## src/rtl/sqrt_rr_scheduler.sv

```systemverilog
// Round-robin front end sharing one iterative 64-bit sqrt engine between NREQ requesters.
// Optional watchdog on the engine wait is compiled in with `define SQRT_TIMEOUT_EN.
module sqrt_rr_scheduler #(
    parameter int unsigned NREQ = 4,
    parameter int unsigned IDW  = 2
`ifdef SQRT_TIMEOUT_EN
    ,
    parameter int unsigned TMO_CYC = 256
`endif
) (
    input  logic                 clk,
    input  logic                 rst,
    input  logic [NREQ-1:0]      req_valid,
    input  logic [NREQ*64-1:0]   req_num,
    output logic [NREQ-1:0]      req_ready,
    output logic                 eng_start,
    output logic [63:0]          eng_num,
    input  logic                 eng_done,
    input  logic [31:0]          eng_root,
    output logic                 rsp_valid,
    input  logic                 rsp_ready,
    output logic [IDW-1:0]       rsp_id,
    output logic [31:0]          rsp_root,
    output logic                 rsp_err,
    output logic                 busy
);

    typedef enum logic [1:0] {StIdle, StIssue, StWait, StResp} state_e;

    state_e            state_q, state_d;
    logic [IDW-1:0]    rr_ptr_q, rr_ptr_d;
    logic [IDW-1:0]    id_q, id_d;
    logic [63:0]       num_q, num_d;
    logic [31:0]       root_q, root_d;
    logic              start_q, start_d;
    logic              rsp_valid_q, rsp_valid_d;
    logic              busy_q, busy_d;

`ifdef SQRT_TIMEOUT_EN
    localparam int unsigned TW = $clog2(TMO_CYC + 1);
    logic [TW-1:0]     cnt_q, cnt_d;
    logic              err_q, err_d;
`endif

    // Rotate requests so bit 0 is rr_ptr; the first set bit of the rotated vector wins.
    logic [2*NREQ-1:0] dbl_valid;
    logic [NREQ-1:0]   rot_valid;
    logic              found;
    logic [IDW-1:0]    win;
    logic [IDW:0]      sum;
    logic [63:0]       sel_num;

    assign dbl_valid = {req_valid, req_valid} >> rr_ptr_q;
    assign rot_valid = dbl_valid[NREQ-1:0];

    always_comb begin
        found = 1'b0;
        win   = '0;
        sum   = '0;
        for (int k = 0; k < int'(NREQ); k++) begin
            if (!found && rot_valid[k]) begin
                found = 1'b1;
                sum   = {1'b0, rr_ptr_q} + (IDW+1)'(k);
                if (sum >= (IDW+1)'(NREQ)) begin
                    sum = sum - (IDW+1)'(NREQ);
                end
                win = sum[IDW-1:0];
            end
        end
    end

    always_comb begin
        sel_num   = '0;
        req_ready = '0;
        for (int i = 0; i < int'(NREQ); i++) begin
            if (win == IDW'(i)) begin
                sel_num = req_num[64*i +: 64];
            end
            req_ready[i] = (state_q == StIdle) && found && (win == IDW'(i));
        end
    end

    always_comb begin
        state_d  = state_q;
        rr_ptr_d = rr_ptr_q;
        id_d     = id_q;
        num_d    = num_q;
        root_d   = root_q;
        start_d  = 1'b0;
`ifdef SQRT_TIMEOUT_EN
        cnt_d    = cnt_q;
        err_d    = err_q;
`endif
        unique case (state_q)
            StIdle: begin
                if (found) begin
                    state_d  = StIssue;
                    num_d    = sel_num;
                    id_d     = win;
                    rr_ptr_d = (win == IDW'(NREQ - 1)) ? '0 : win + IDW'(1);
                    start_d  = 1'b1;
                end
            end
            StIssue: begin
                state_d = StWait;
`ifdef SQRT_TIMEOUT_EN
                cnt_d   = '0;
`endif
            end
            StWait: begin
                if (eng_done) begin
                    state_d = StResp;
                    root_d  = eng_root;
`ifdef SQRT_TIMEOUT_EN
                    err_d   = 1'b0;
                end else if (cnt_q == TW'(TMO_CYC - 1)) begin
                    state_d = StResp;
                    root_d  = '0;
                    err_d   = 1'b1;
                end else begin
                    cnt_d   = cnt_q + TW'(1);
`endif
                end
            end
            StResp: begin
                if (rsp_ready) begin
                    state_d = StIdle;
                end
            end
            default: state_d = StIdle;
        endcase
        rsp_valid_d = (state_d == StResp);
        busy_d      = (state_d != StIdle);
    end

    always_ff @(posedge clk or posedge rst) begin
        if (rst) begin
            state_q     <= StIdle;
            rr_ptr_q    <= '0;
            id_q        <= '0;
            num_q       <= '0;
            root_q      <= '0;
            start_q     <= 1'b0;
            rsp_valid_q <= 1'b0;
            busy_q      <= 1'b0;
`ifdef SQRT_TIMEOUT_EN
            cnt_q       <= '0;
            err_q       <= 1'b0;
`endif
        end else begin
            state_q     <= state_d;
            rr_ptr_q    <= rr_ptr_d;
            id_q        <= id_d;
            num_q       <= num_d;
            root_q      <= root_d;
            start_q     <= start_d;
            rsp_valid_q <= rsp_valid_d;
            busy_q      <= busy_d;
`ifdef SQRT_TIMEOUT_EN
            cnt_q       <= cnt_d;
            err_q       <= err_d;
`endif
        end
    end

    assign eng_start = start_q;
    assign eng_num   = num_q;
    assign rsp_valid = rsp_valid_q;
    assign rsp_id    = id_q;
    assign rsp_root  = root_q;
    assign busy      = busy_q;
`ifdef SQRT_TIMEOUT_EN
    assign rsp_err   = err_q;
`else
    assign rsp_err   = 1'b0;
`endif

endmodule

```

## config.mk

```make
export PLATFORM = sky130hd
export DESIGN_NAME = sqrt_rr_scheduler
export DESIGN_NICKNAME = d
export VERILOG_FILES = /design/src/rtl/sqrt_rr_scheduler.sv
export SDC_FILE = /design/constraint.sdc
export NUM_CORES = 1
export LEC_CHECK = 0
export CORE_MARGIN = 8
export CORE_UTILIZATION = 32
export DETAILED_ROUTE_END_ITERATION = 7
export GPL_ROUTABILITY_DRIVEN = 0
export PLACE_DENSITY = 0.8
export SLEW_MARGIN = 20
export SYNTH_ARGS = -nofsm -noshare
export SYNTH_HDL_FRONTEND = slang
export SYNTH_SLANG_ARGS = --single-unit
```

## constraint.sdc

```tcl
create_clock -name clk -period 4.9 [get_ports clk]
set_clock_uncertainty 0.15 [all_clocks]
set_input_delay 0.98 -clock clk [delete_from_list [all_inputs] [get_ports clk]]
set_output_delay 0.98 -clock clk [all_outputs]
set_load 0.02 [all_outputs]
```

== Word-level counts from Yosys, hierarchy flattened ==
Cells that the tools add are included.

* ROM bits: 0
* Latch bits: 0
* Flip-flop bits (word level): 105
* Output and inout bits: 106
* Memories: 0
* Input port bits: 296
* Memory bits (writable): 0

* Muxes and demuxes: 23
* $add $sub $neg: 8
* Equality and inequality tests: 7
* Multiply operators: 0
* Magnitude comparators: 4
* Bitwise logic cells: 0
* Shift-type cells: 1
* Reduce and logical (&&, ||, !) cells: 16
* Div/mod/pow operators: 0

{| class="wikitable"
|+ Operator list
! operator !! number
|-
| $mux 64 || 4
|-
| $mux 2 || 12
|-
| $eq 2x2->1 const B || 5
|-
| $ge 3x3->1 const B || 3
|-
| $logic_and 1x1->1 || 8
|-
| $pmux 2 s4 || 1
|-
| $shr 8x2->4 || 1
|-
| $sub 2x1->2 const B || 4
|-
| $add 2x2->3 const B || 2
|-
| $mux 1 || 6
|-
| $eq 2x1->1 const B || 2
|-
| $logic_not 2->1 || 2
|-
| $reduce_and 2->1 || 2
|-
| $add 2x1->3 const B || 1
|-
| $ge 2x3->1 const B || 1
|-
| $logic_not 1->1 || 3
|-
| $add 2x1->2 const B || 1
|-
| $reduce_bool 2->1 || 1
|}

== Depth between registers and ports, before layout ==
Gate-level depths: netlist (run 1).

* Word-level depth: 16
* Mapped depth: 9
* Gate-level depth less buffers: 7

== Worst setup path after synthesis (run 1) ==
No wires, ideal clock.

* Kind: input -> output
* From: input req_valid[2]
* To: output req_ready[1]
* Arrival: 2527 ps
* Stages: 7
* Path slack: 1243 ps
* Buffers on the path: 2
* Path through: nor2b_1 > a311oi_1 > or2_2 > ha_1 > clkbuf_1 > clkbuf_1 > and3_1

* Longest elaborated chain between the ends: 13
* Elaborated cells between the ends (all ways): 18
* Those cells by class: eq/ne (1); shift (1); mux (8); reduce/logical (8)

{| class="wikitable"
|+ Ends and longest elaborated chain
! element !! line !! RTL
|-
| from (decl) || 13 || <nowiki>input logic [NREQ-1:0] req_valid,</nowiki>
|-
| $shr 8x2->4 * || 53 || <nowiki>assign dbl_valid = {req_valid, req_valid} >> rr_ptr_q;</nowiki>
|-
| $mux 1 || 61 || <nowiki>if (!found && rot_valid[k]) begin</nowiki>
|-
| $logic_not 1->1 || 61 ||
|-
| $logic_and 1x1->1 || 61 ||
|-
| $mux 1 || 61 ||
|-
| $logic_not 1->1 || 61 ||
|-
| $logic_and 1x1->1 || 61 ||
|-
| $mux 1 || 61 ||
|-
| $logic_not 1->1 || 61 ||
|-
| $logic_and 1x1->1 || 61 ||
|-
| $mux 2 / $mux 1 (equally long branches) || 61 ||
|-
| $eq 2x1->1 / $logic_and 1x1->1 (equally long branches) || 79 || <nowiki>req_ready[i] = (state_q == StIdle) && found && (win == IDW'(i));</nowiki>
|-
| $logic_and 1x1->1 * || 79 ||
|-
| to (decl) || 15 || <nowiki>output logic [NREQ-1:0] req_ready,</nowiki>
|}

Mark *: on every way between the ends. The rest lies on a longest branch, timed or not.

== Worst setup path in the final report (run 1) ==
* From: input req_valid[1]
* To: output req_ready[1]

* Longest elaborated chain between the ends: 13
* Elaborated cells between the ends (all ways): 18
* Those cells by class: eq/ne (1); shift (1); mux (8); reduce/logical (8)

{| class="wikitable"
|+ Ends and longest elaborated chain
! element !! line !! RTL
|-
| $shr 8x2->4 * || 53 ||
|-
| $mux 1 || 61 ||
|-
| $logic_not 1->1 || 61 ||
|-
| $logic_and 1x1->1 || 61 ||
|-
| $mux 1 || 61 ||
|-
| $logic_not 1->1 || 61 ||
|-
| $logic_and 1x1->1 || 61 ||
|-
| $mux 1 || 61 ||
|-
| $logic_not 1->1 || 61 ||
|-
| $logic_and 1x1->1 || 61 ||
|-
| $mux 2 * || 61 ||
|-
| named net win[0] || 49 || <nowiki>logic [IDW-1:0] win;</nowiki>
|-
| $eq 2x1->1 * || 79 ||
|-
| $logic_and 1x1->1 * || 79 ||
|}

Mark *: on every way through the listed nets, which the timed path passes. The rest lies on a longest branch.

==> flow_summary.json, run 1 <==
{
  "hold_path_class": "reg -> reg",
  "clk_latency_ns": 0.35,
  "required_ns": 3.77,
  "max-cap-violations": 0,
  "max_stage_delay_ns": 0.64,
  "design.die.area_mm2": 0.0243,
  "setup.worst_path.end_class": "primary output",
  "routed_wl_mm": 27.3,
  "max-vdd-ir-drop_mv": 0.300,
  "cts_tree": "yes",
  "p_int_uw": 3460,
  "yosys.area.top_type": "dfrtp_1",
  "status": "finished, final reports clean",
  "p_comb_share_pct": 62.1,
  "final_nets": 1354,
  "tightest_slew_ns": 0.844,
  "ys_seq_area_share_pct": 41.9,
  "area_growth_syn_to_layout_pct": 71.3,
  "num_antenna_cells": 0,
  "placed_area_mm2": 0.0104,
  "path_cells": "clkdlybuf4s50_1, a21boi_0, o2bb2ai_1, nor2_1, ha_4, and3_1, clkdlybuf4s50_1",
  "grt_pass1_wl_mm": 41.2,
  "finalSetupTns_ns": 0,
  "yosysWarnings": 0,
  "dr_total_vias": 7050,
  "synth_compound_area_share_pct": 28.1,
  "cts-root-buf": "clkbuf_16",
  "drc": 0,
  "hpwl_mm": 20.3,
  "syn_inst": 706,
  "power_leakage_uw": 0.00421,
  "place_inst": 1308,
  "synth_xor_area_share_pct": 0,
  "ant_nets": 0,
  "fill_cells": 1719,
  "grt-ovfl-total": 0,
  "cts_resized": 0,
  "finalCriticalPeriod_ns": 4.49,
  "hold_violations": 0,
  "seq_power_share_pct": 25.8,
  "ios": 402,
  "grt_use_total_pct": 21.5,
  "core_mm2": 0.0193,
  "clkTransAtPathRegs_ns": 0.08,
  "die_w_um": 156,
  "p_per_area_mw_per_mm2": 566,
  "relSlewSlack_pct": 43.7,
  "initial_utilization_pct": 32.4,
  "syn_nets": 1006,
  "die_y_um": 156,
  "yosys.area.top_type_share_pct": 41.9,
  "syn_area_mm2": 0.00626,
  "design_area_mm2": 0.0107,
  "wl_per_cell_um": 20.6,
  "synthDistinctLibCells": 33,
  "stdcell_count": 1324,
  "synth_enable_flop_cells": 0,
  "synth-seq-cells": 105,
  "rows": 51,
  "cts_setup_buffers": 0,
  "avgViaCountPerCell": 5.32,
  "net-switching-power_uw": 2610,
  "worst_ep_arrival_time_ns": 3.36,
  "synth_fa_ha_area_share_pct": 0.799,
  "synthSimpleGateAreaFrac_pct": 13.6,
  "drt-pass1-iter-count": 7,
  "io_buffer_count": 400,
  "cts_buffers": 9,
  "fmax_mhz": 223,
  "cp_max_fo": 5,
  "critPathMostFrequentCell": "clkdlybuf4s50_1",
  "grt_pass1_vias": 7208,
  "drt_iter0_drc": 385,
  "synth_top_family_by_area": "compound AO/OA/AOI/OAI gates",
  "grt_max_degree": 129,
  "worst_path_max_delay_cell": "clkdlybuf4s50_1",
  "crit_type": "in -> out",
  "synthMuxAreaShare_pct": 6.09,
  "swShare_pct": 43.0,
  "final_layout_size_suffix_gt1_share_pct": 6.80,
  "syn_area_per_cell_um2": 8.87,
  "cts.path.max_buffers": 2,
  "cts_hold_buf": 0,
  "rsz0062_at_grt": "false",
  "synth_common_cells": "129 x a21oi_1, 105 x dfrtp_1, 67 x inv_1, 67 x nand2_1",
  "netlist_top_cells_area": "dfrtp_1 42%, a21oi_1 10%, a221o_1 10%",
  "start_kind": "input pin",
  "clockPowerShare_pct": 12.1,
  "cts_sinks": 105,
  "setup_viol": 0,
  "antenna_found_initial": 0,
  "h-tree-depth": 3,
  "synth-async-reset-ratio_pct": 100,
  "synth_ff_type": "dfrtp_1",
  "synth_most_common_cell": "a21oi_1",
  "period_share_pct": 91.6,
  "timing.final.max_slew_violations": 0
}
## sequential cells by signal (all words and copies together), names as in the netlist
signal	count
busy	1
eng_num	64
eng_start	1
rr_ptr_q	2
rsp_id	2
rsp_root	32
rsp_valid	1
state_q	2
## cell families (layout without fill, tap and decap cells)
| family | after synthesis | after routing |
|---|---|---|
| other cells | 1 | 1 |
| buf+inv | 143 | 496 |
| fa+ha+maj | 4 | 4 |
| compound gates | 267 | 267 |
| simple gates | 152 | 152 |
| mux | 34 | 34 |
| flops | 105 | 105 |
## worst paths after layout
path | from | to | slack (ns) | depth (start not counted)
setup / recovery | req_valid[1] | req_ready[1] | 0.41 | 7
hold / removal | rsp_root[11] | rsp_root[11] | 0.36 | 1
setup reg to reg | state_q[1] | eng_num[35] | 1.93 | 6
hold reg to reg | rsp_root[11] | rsp_root[11] | 0.36 | 1
max in group asynchronous | rst | eng_num[38] | 2.92 | 3
min in group asynchronous | rst | eng_num[53] | 0.90 | 2
## through the flow
step | hold slack, ns | util, % | setup WS [ns] | total power, uW
3_3_place_gp | 0.336 | 54.0 | 0.573 | 5300
3_5_place_dp | 0.342 | 54.0 | 0.474 | 5380
2_1_floorplan | 0.389 | - | 1.01 | 3740
6_report | 0.356 | 55.5 | 0.409 | 6080
5_1_grt | 0.367 | 55.5 | 0.337 | 6470
4_1_cts | 0.361 | 55.5 | 0.460 | 6140
## power by group through the flow
stage	combinational, uW	sequential, uW	clock, uW
3_3_place_gp	3750	1550	0
3_5_place_dp	3810	1580	0
4_1_cts	3810	1560	761
5_1_grt	4060	1620	791
2_1_floorplan	1660	2070	0
6_report	3780	1570	736
## per-layer routing
layer / up-vias / GRT usage, % / share of wire, %
met1: 3320 / 24.3 / 37
li1: 3276 / - / -
met4: 0 / 9.15 / 3.7
met3: 70 / 7.51 / 10
met2: 384 / 36.3 / 49
met5: - / 0 / 0
## cells in the final DEF (no fill, tap or decap), drive strengths merged
| master | count |
|---|---|
| clkdlybuf4s50 | 400 |
| a21oi | 129 |
| dfrtp | 105 |
| inv | 72 |
| nand2 | 68 |
| nand3b | 64 |
| a221o | 64 |
| a31oi | 64 |
| mux2 | 33 |
| buf | 12 |
| clkbuf | 10 |
| nor2 | 6 |
| and3 | 5 |
| ha | 4 |
| or2 | 3 |
| nor2b | 3 |
| o2bb2ai | 2 |
| o211ai | 2 |
| o21ai | 2 |
| clkinvlp | 2 |
| or4 | 1 |
| mux2i | 1 |
| a21boi | 1 |
| o22a | 1 |
| a311oi | 1 |
| nand2b | 1 |
| nor4 | 1 |
| o31ai | 1 |
| conb | 1 |
## worst max-delay path: cells and delay by family
| family | cells | cell delay (ns) |
|---|---|---|
| adders and majority gates | 1 | 0.21 |
| and+or+nand+nor | 2 | 0.54 |
| AOI/OAI and AO/OA | 2 | 0.45 |
| buffers and inverters | 2 | 1.17 |
## area by class of cell
type	count	area (um2)	share of cell area, %
clock inverter	6	57.6	0.536
timing repair buffer	412	4120	38.4
inverter	68	258	2.40
sequential	105	2630	24.5
clock buffer	10	239	2.23
multi-input combinational	458	3100	28.9
tap	265	332	3.09
No activity file was read; power rests on OpenSTA's default activity.
==> run 2, diff against run 1 <==
Settings changed: ABC_CLOCK_PERIOD_IN_PS set to 4900.
==> results of run 2 <==
No change in the layout: final DEF, timing and power equal those of run 1.
==> run 3, diff against run 2 <==
Settings changed: CTS_CLUSTER_DIAMETER set to 200, SLEW_MARGIN 20 to unset.
==> results of run 3 <==
No change in the layout: final DEF, timing and power equal those of run 1.
==> patch 1: new RTL, settings of run 1 <==
The parameter `IDW` goes from 2 to 4.
--- a/src/rtl/sqrt_rr_scheduler.sv
+++ b/src/rtl/sqrt_rr_scheduler.sv
@@ -3,5 +3,5 @@
 module sqrt_rr_scheduler #(
     parameter int unsigned NREQ = 4,
-    parameter int unsigned IDW  = 2
+    parameter int unsigned IDW  = 4
 `ifdef SQRT_TIMEOUT_EN
     ,
Ports: changed (resized rsp_id); port bits go from 402 to 404. No check against the original RTL was run, so the function may have changed too.
==> patch 1 against run 1 <==
Register-to-register slack lost 1.3 ns; critical path depth grew 3; sequential share of layout area grew 0.052 points; wire length grew 3.5%; setup slack lost 0.045 ns; worst hold slack lost 0.020 ns; sequential cell count grew 4; synthesized area grew 3.5%; critical endpoint is now req_ready[2]; cell count grew 7.6%; highest routed layer unchanged; largest cell class unchanged; design area grew 3.7%.
Power is not compared: it rests on default switching activity, and its combinational part moved more than twofold at a synthesized area within 25%.
==> patch 1: results (changes against run 1) <==
run_status:
  outcome: "finished, final reports clean"
logic_synthesis:
  synthMuxAreaShare: 0.0687  # +0.00778
  synth_xor_area_frac: 0.00675  # +0.00675
  synth_commonest_cells: "nor2_1, a21oi_1, dfrtp_1, nand2_1, a22oi_1"
  ys_async_sr_fraction: 1.00  # unchanged
  synth-seq-area-share: 0.421  # +0.00127
  yosys.area_share.adder: 0.0309  # +0.0229
  synth_cell_type_count: 54  # +64%
  yosys_warnings: 0  # unchanged
  yosysMostFrequentCell: "nor2_1"
  synth_compound_area_frac: 0.271  # -0.0103
  syn_nets: 1094  # +8.7%
  synthTopCellsByArea: "dfrtp_1, a21oi_1, nor2_1"
grt:
  grt.total_usage: 0.217  # +0.00206
  met3_usage: 0.0763  # +0.00121
  use_met2: 0.362  # -0.000708
  grt_pass1_wl_um: 42000  # +1.9%
  grt_use_met1: 0.254  # +0.0111
  antenna_found_initial: 3  # +3
  grt_pass1_vias: 7423  # +3.0%
clock_tree:
  clockRootBuffer: "clkbuf_16"
  cts_buffers: 9  # unchanged
  clk_latency_ns: 0.35  # about the same
  h-tree-depth: 3  # unchanged
  cts_buffer_depth: 2  # unchanged
critical_path:
  critPathMaxStageDelay_ns: 0.56  # -0.08 ns
  r2r_cells: 11  # +5
  slowest_stage: "mux4_2"
  r2r_slack_ns: 0.68  # -1.25 ns
  crit_arrival_ns: 3.41  # +0.05 ns
  r2r-end: "rr_ptr_q[2]$_DFFE_PP0P_"
  r2r-start: "rr_ptr_q[0]$_DFFE_PP0P_"
  path_max_fanout: 5  # unchanged
  end_kind: "output port"
timing:
  tightest_slew_ns: 0.895  # +0.0512 ns
  post-route-period-util: 0.926  # +0.00909
final_layout:
  nFillCells: 1812  # +5.4%
  layout-drive-gt1-share: 0.0773  # +0.00934
  largest_register_ffs: 64  # unchanged
  fin_nets: 1458  # +7.7%
placement:
  dp_slack_ns: -0.0607  # -0.535 ns
  dp_hpwl_um: 21600  # +6.4%
  numPortBuffers: 402  # +0.50%
job:
  drv_cap: 0  # unchanged
worst_hold_path:
  whs_endpoint: "eng_num[58]$_DFFE_PP0P_"
  holdPathStages: 2  # +1
  min_from: "eng_num[58]$_DFFE_PP0P_"
routing:
  vias_per_cell: 5.08  # -4.5%
  drt-wirelength-per-cell_um: 19.9  # -3.8%
  dr.pass1.iters: 4  # -3
  drt_iter0_markers: 384  # -0.26%
power:
  leakagePower_nw: 4.82
==> patch 1: critical path, delay by kind of cell <==
| family | cells | cell delay, ns |
|---|---|---|
| buf+inv | 3 | 0.83 |
| mux | 2 | 0.67 |
| simple gates | 3 | 0.53 |
| compound gates | 1 | 0.21 |
| fa+ha+maj | 1 | 0.19 |
==> patch 1: kinds of logic after synthesis <==
kind of cell	count (synthesis)
AND/OR/NAND/NOR	237
AO/OA/AOI/OAI	295
multiplexers	39
other	1
flip-flops	109
adder cells (fa/ha/maj)	16
XOR/XNOR	5
buffers and inverters	80
==> patch 1: final cells by class <==
| type | count | area share |
|---|---|---|
| antenna | 3 | 0.000675 |
| clock buffer | 9 | 0.0202 |
| inverter | 15 | 0.00528 |
| timing repair buffer | 418 | 0.378 |
| tap | 270 | 0.0304 |
| clock inverter | 7 | 0.00776 |
| multi-input combinational | 593 | 0.313 |
| sequential | 109 | 0.245 |
==> patch 1: per-stage QoR <==
step | instance area [um2] | hold slack [ns] | std cells | setup TNS (ns) | power [mW]
floorplan | 6480 | 0.371 | 782 | 0 | 1.59
finish | 11100 | 0.336 | 1424 | 0 | 2.96
global placement | 10800 | 0.314 | 1403 | -0.00193 | 2.18
detailed placement | 10800 | 0.324 | 1403 | -0.158 | 2.21
CTS | 11100 | 0.342 | 1419 | 0 | 2.99
global route | 11100 | 0.358 | 1424 | 0 | 3.10
==> patch 1: what timing repair did <==
action | CTS | global route
hold buffers | 0 | 0
resized for setup | 1 | 7
setup buffers | 0 | 2
endpoints found under the setup margin | 4 | 4
==> patch 1: how the worst max path moves through the flow <==
stage | startpoint | end | cells after the start
finish | req_valid[0] | req_ready[2] | 10
global route | req_valid[2] | eng_num[51]$_DFFE_PP0P_ | 16
CTS | req_valid[0] | req_ready[1] | 9
detailed placement | req_valid[0] | req_ready[1] | 9
global placement | req_valid[0] | req_ready[1] | 9
floorplan | req_valid[2] | req_ready[3] | 11
==> patch 1: per-layer routing <==
layer | part of all wire | vias up
met3 | 0.11 | 42
met4 | 0.027 | 0
li1 | - | 3488
met5 | 0 | -
met1 | 0.38 | 3357
met2 | 0.48 | 351
==> patch 1: where the power goes <==
group          switching, mW  total, mW  leakage (nW)  internal, mW
Combinational          0.441       1.06          3.25         0.623
Clock                  0.401      0.772         0.151         0.370
Sequential            0.0710       1.12          1.42          1.05
Total                  0.913       2.96          4.82          2.04
==> patch 2: new RTL, flow settings as in run 1 <==
Made on the original files. The 4 states of `state_e` get a one-hot encoding in 4 bits.
--- a/src/rtl/sqrt_rr_scheduler.sv
+++ b/src/rtl/sqrt_rr_scheduler.sv
@@ -26,5 +26,5 @@
 );
 
-    typedef enum logic [1:0] {StIdle, StIssue, StWait, StResp} state_e;
+    typedef enum logic [3:0] {StIdle = 4'b0001, StIssue = 4'b0010, StWait = 4'b0100, StResp = 4'b1000} state_e;
 
     state_e            state_q, state_d;
Check against the original RTL: no difference found for any inputs over 4 cycles, from zero or initial values and one cycle with rst high; so few cycles prove little.
==> patch 2 against run 1 <==
Setup slack got worse by 0.30 ns; wire length rose by 4.3%; design area rose by 7.2%; worst hold slack barely moved; sequential cell count rose by 2; synthesized area rose by 13%; power rose by 19%; synthesized cell count rose by 2.0%; critical path type unchanged.
==> patch 2: results (changes against run 1) <==
final_layout:
  fin_nets: 1365  # +0.81%
  clk_share: 0.0261  # -0.00152
  multi_input_area_mm2: 0.00378  # +22%
  inverters: 70  # +2.9%
  layout-drive-gt1-share: 0.106  # +0.0376
  nonClkBufAreaFrac: 0.359  # -0.0249
  final_area_mm2: 0.0115  # +7.2%
  n_all_buffers: 411  # -0.24%
  nFillCells: 1970  # +15%
  regArea_mm2: 0.00268  # +2.0%
routing:
  wirelength_um: 28500  # +4.3%
  wl_met2_um: 14300  # +7.0%
  num_vias: 7108  # +0.82%
  met3WireLength_um: 2140  # -22%
  drt-wirelength-per-cell_um: 21.1  # +2.2%
  dr.pass1.iters: 5  # -2
power:
  clock_power_mw: 0.735  # about the same
  pg_comb_mw: 4.87  # +29%
  leakagePower_nw: 4.36  # +3.6%
  switchingPower_mw: 3.27  # +25%
  ir_worst_vdd_mv: 0.461  # +54%
  finalPower_mw: 7.22  # +19%
grt:
  met3_usage: 0.0464  # -0.0287
  grt_use_met1: 0.234  # -0.00865
  grt_pass1_vias: 7358  # +2.1%
  grt_pass1_wl_um: 42200  # +2.4%
  grt.total_usage: 0.199  # -0.0160
  use_met2: 0.342  # -0.0207
critical_path:
  crit_arrival_ns: 3.66  # +0.30 ns
  path_max_fanout: 6  # +1
logic_synthesis:
  synth_compound_area_frac: 0.337  # +0.0556
  synth-seq-area-share: 0.379  # -0.0399
  synthTopCellsByArea: "dfrtp_1, a31oi_4, a21oi_1"
  synth_xor_area_frac: 0.00124  # +0.00124
  syn_nets: 1020  # +1.4%
  netlist_instances: 720  # +2.0%
  yosys.area_share.adder: 0.00709  # -0.000899
  synth_commonest_cells: "a21oi_1, dfrtp_1, inv_1, nand2_1"
  synth_cell_type_count: 43  # +30%
placement:
  place_inst: 1334  # +2.0%
  dp_slack_ns: 0.110  # -0.364 ns
  placed_cell_area_mm2: 0.0112  # +7.3%
  dp_hpwl_um: 21300  # +4.7%
clock_tree:
  cts_sinks: 107  # +1.9%
timing:
  tightest_slew_ns: 1.04  # +0.193 ns
run_status:
  outcome: "finished, final reports clean"
die:
  dieWidth_um: 165  # +5.5%
==> patch 2: path summary, 6_finish.rpt <==
check	from	endpoint	slack, ns	cells past startpoint
max	req_valid[3]	req_ready[1]	0.11	7
min	rsp_root[2]$_DFFE_PP0P_	rsp_root[2]$_DFFE_PP0P_	0.36	1
max reg2reg	rr_ptr_q[1]$_DFFE_PP0P_	eng_num[25]$_DFFE_PP0P_	1.35	8
min reg2reg	rsp_root[2]$_DFFE_PP0P_	rsp_root[2]$_DFFE_PP0P_	0.36	1
max in group asynchronous	rst	eng_num[20]$_DFFE_PP0P_	2.81	3
min in group asynchronous	rst	rsp_root[17]$_DFFE_PP0P_	1.01	2
==> patch 2: critical path: stages <==
cell and delay (ns):
clkdlybuf4s50_1 0.56, nand2b_1 0.13, a21oi_1 0.10, nor4_1 0.86
ha_4 0.25, and3_1 0.14, clkdlybuf4s50_1 0.63
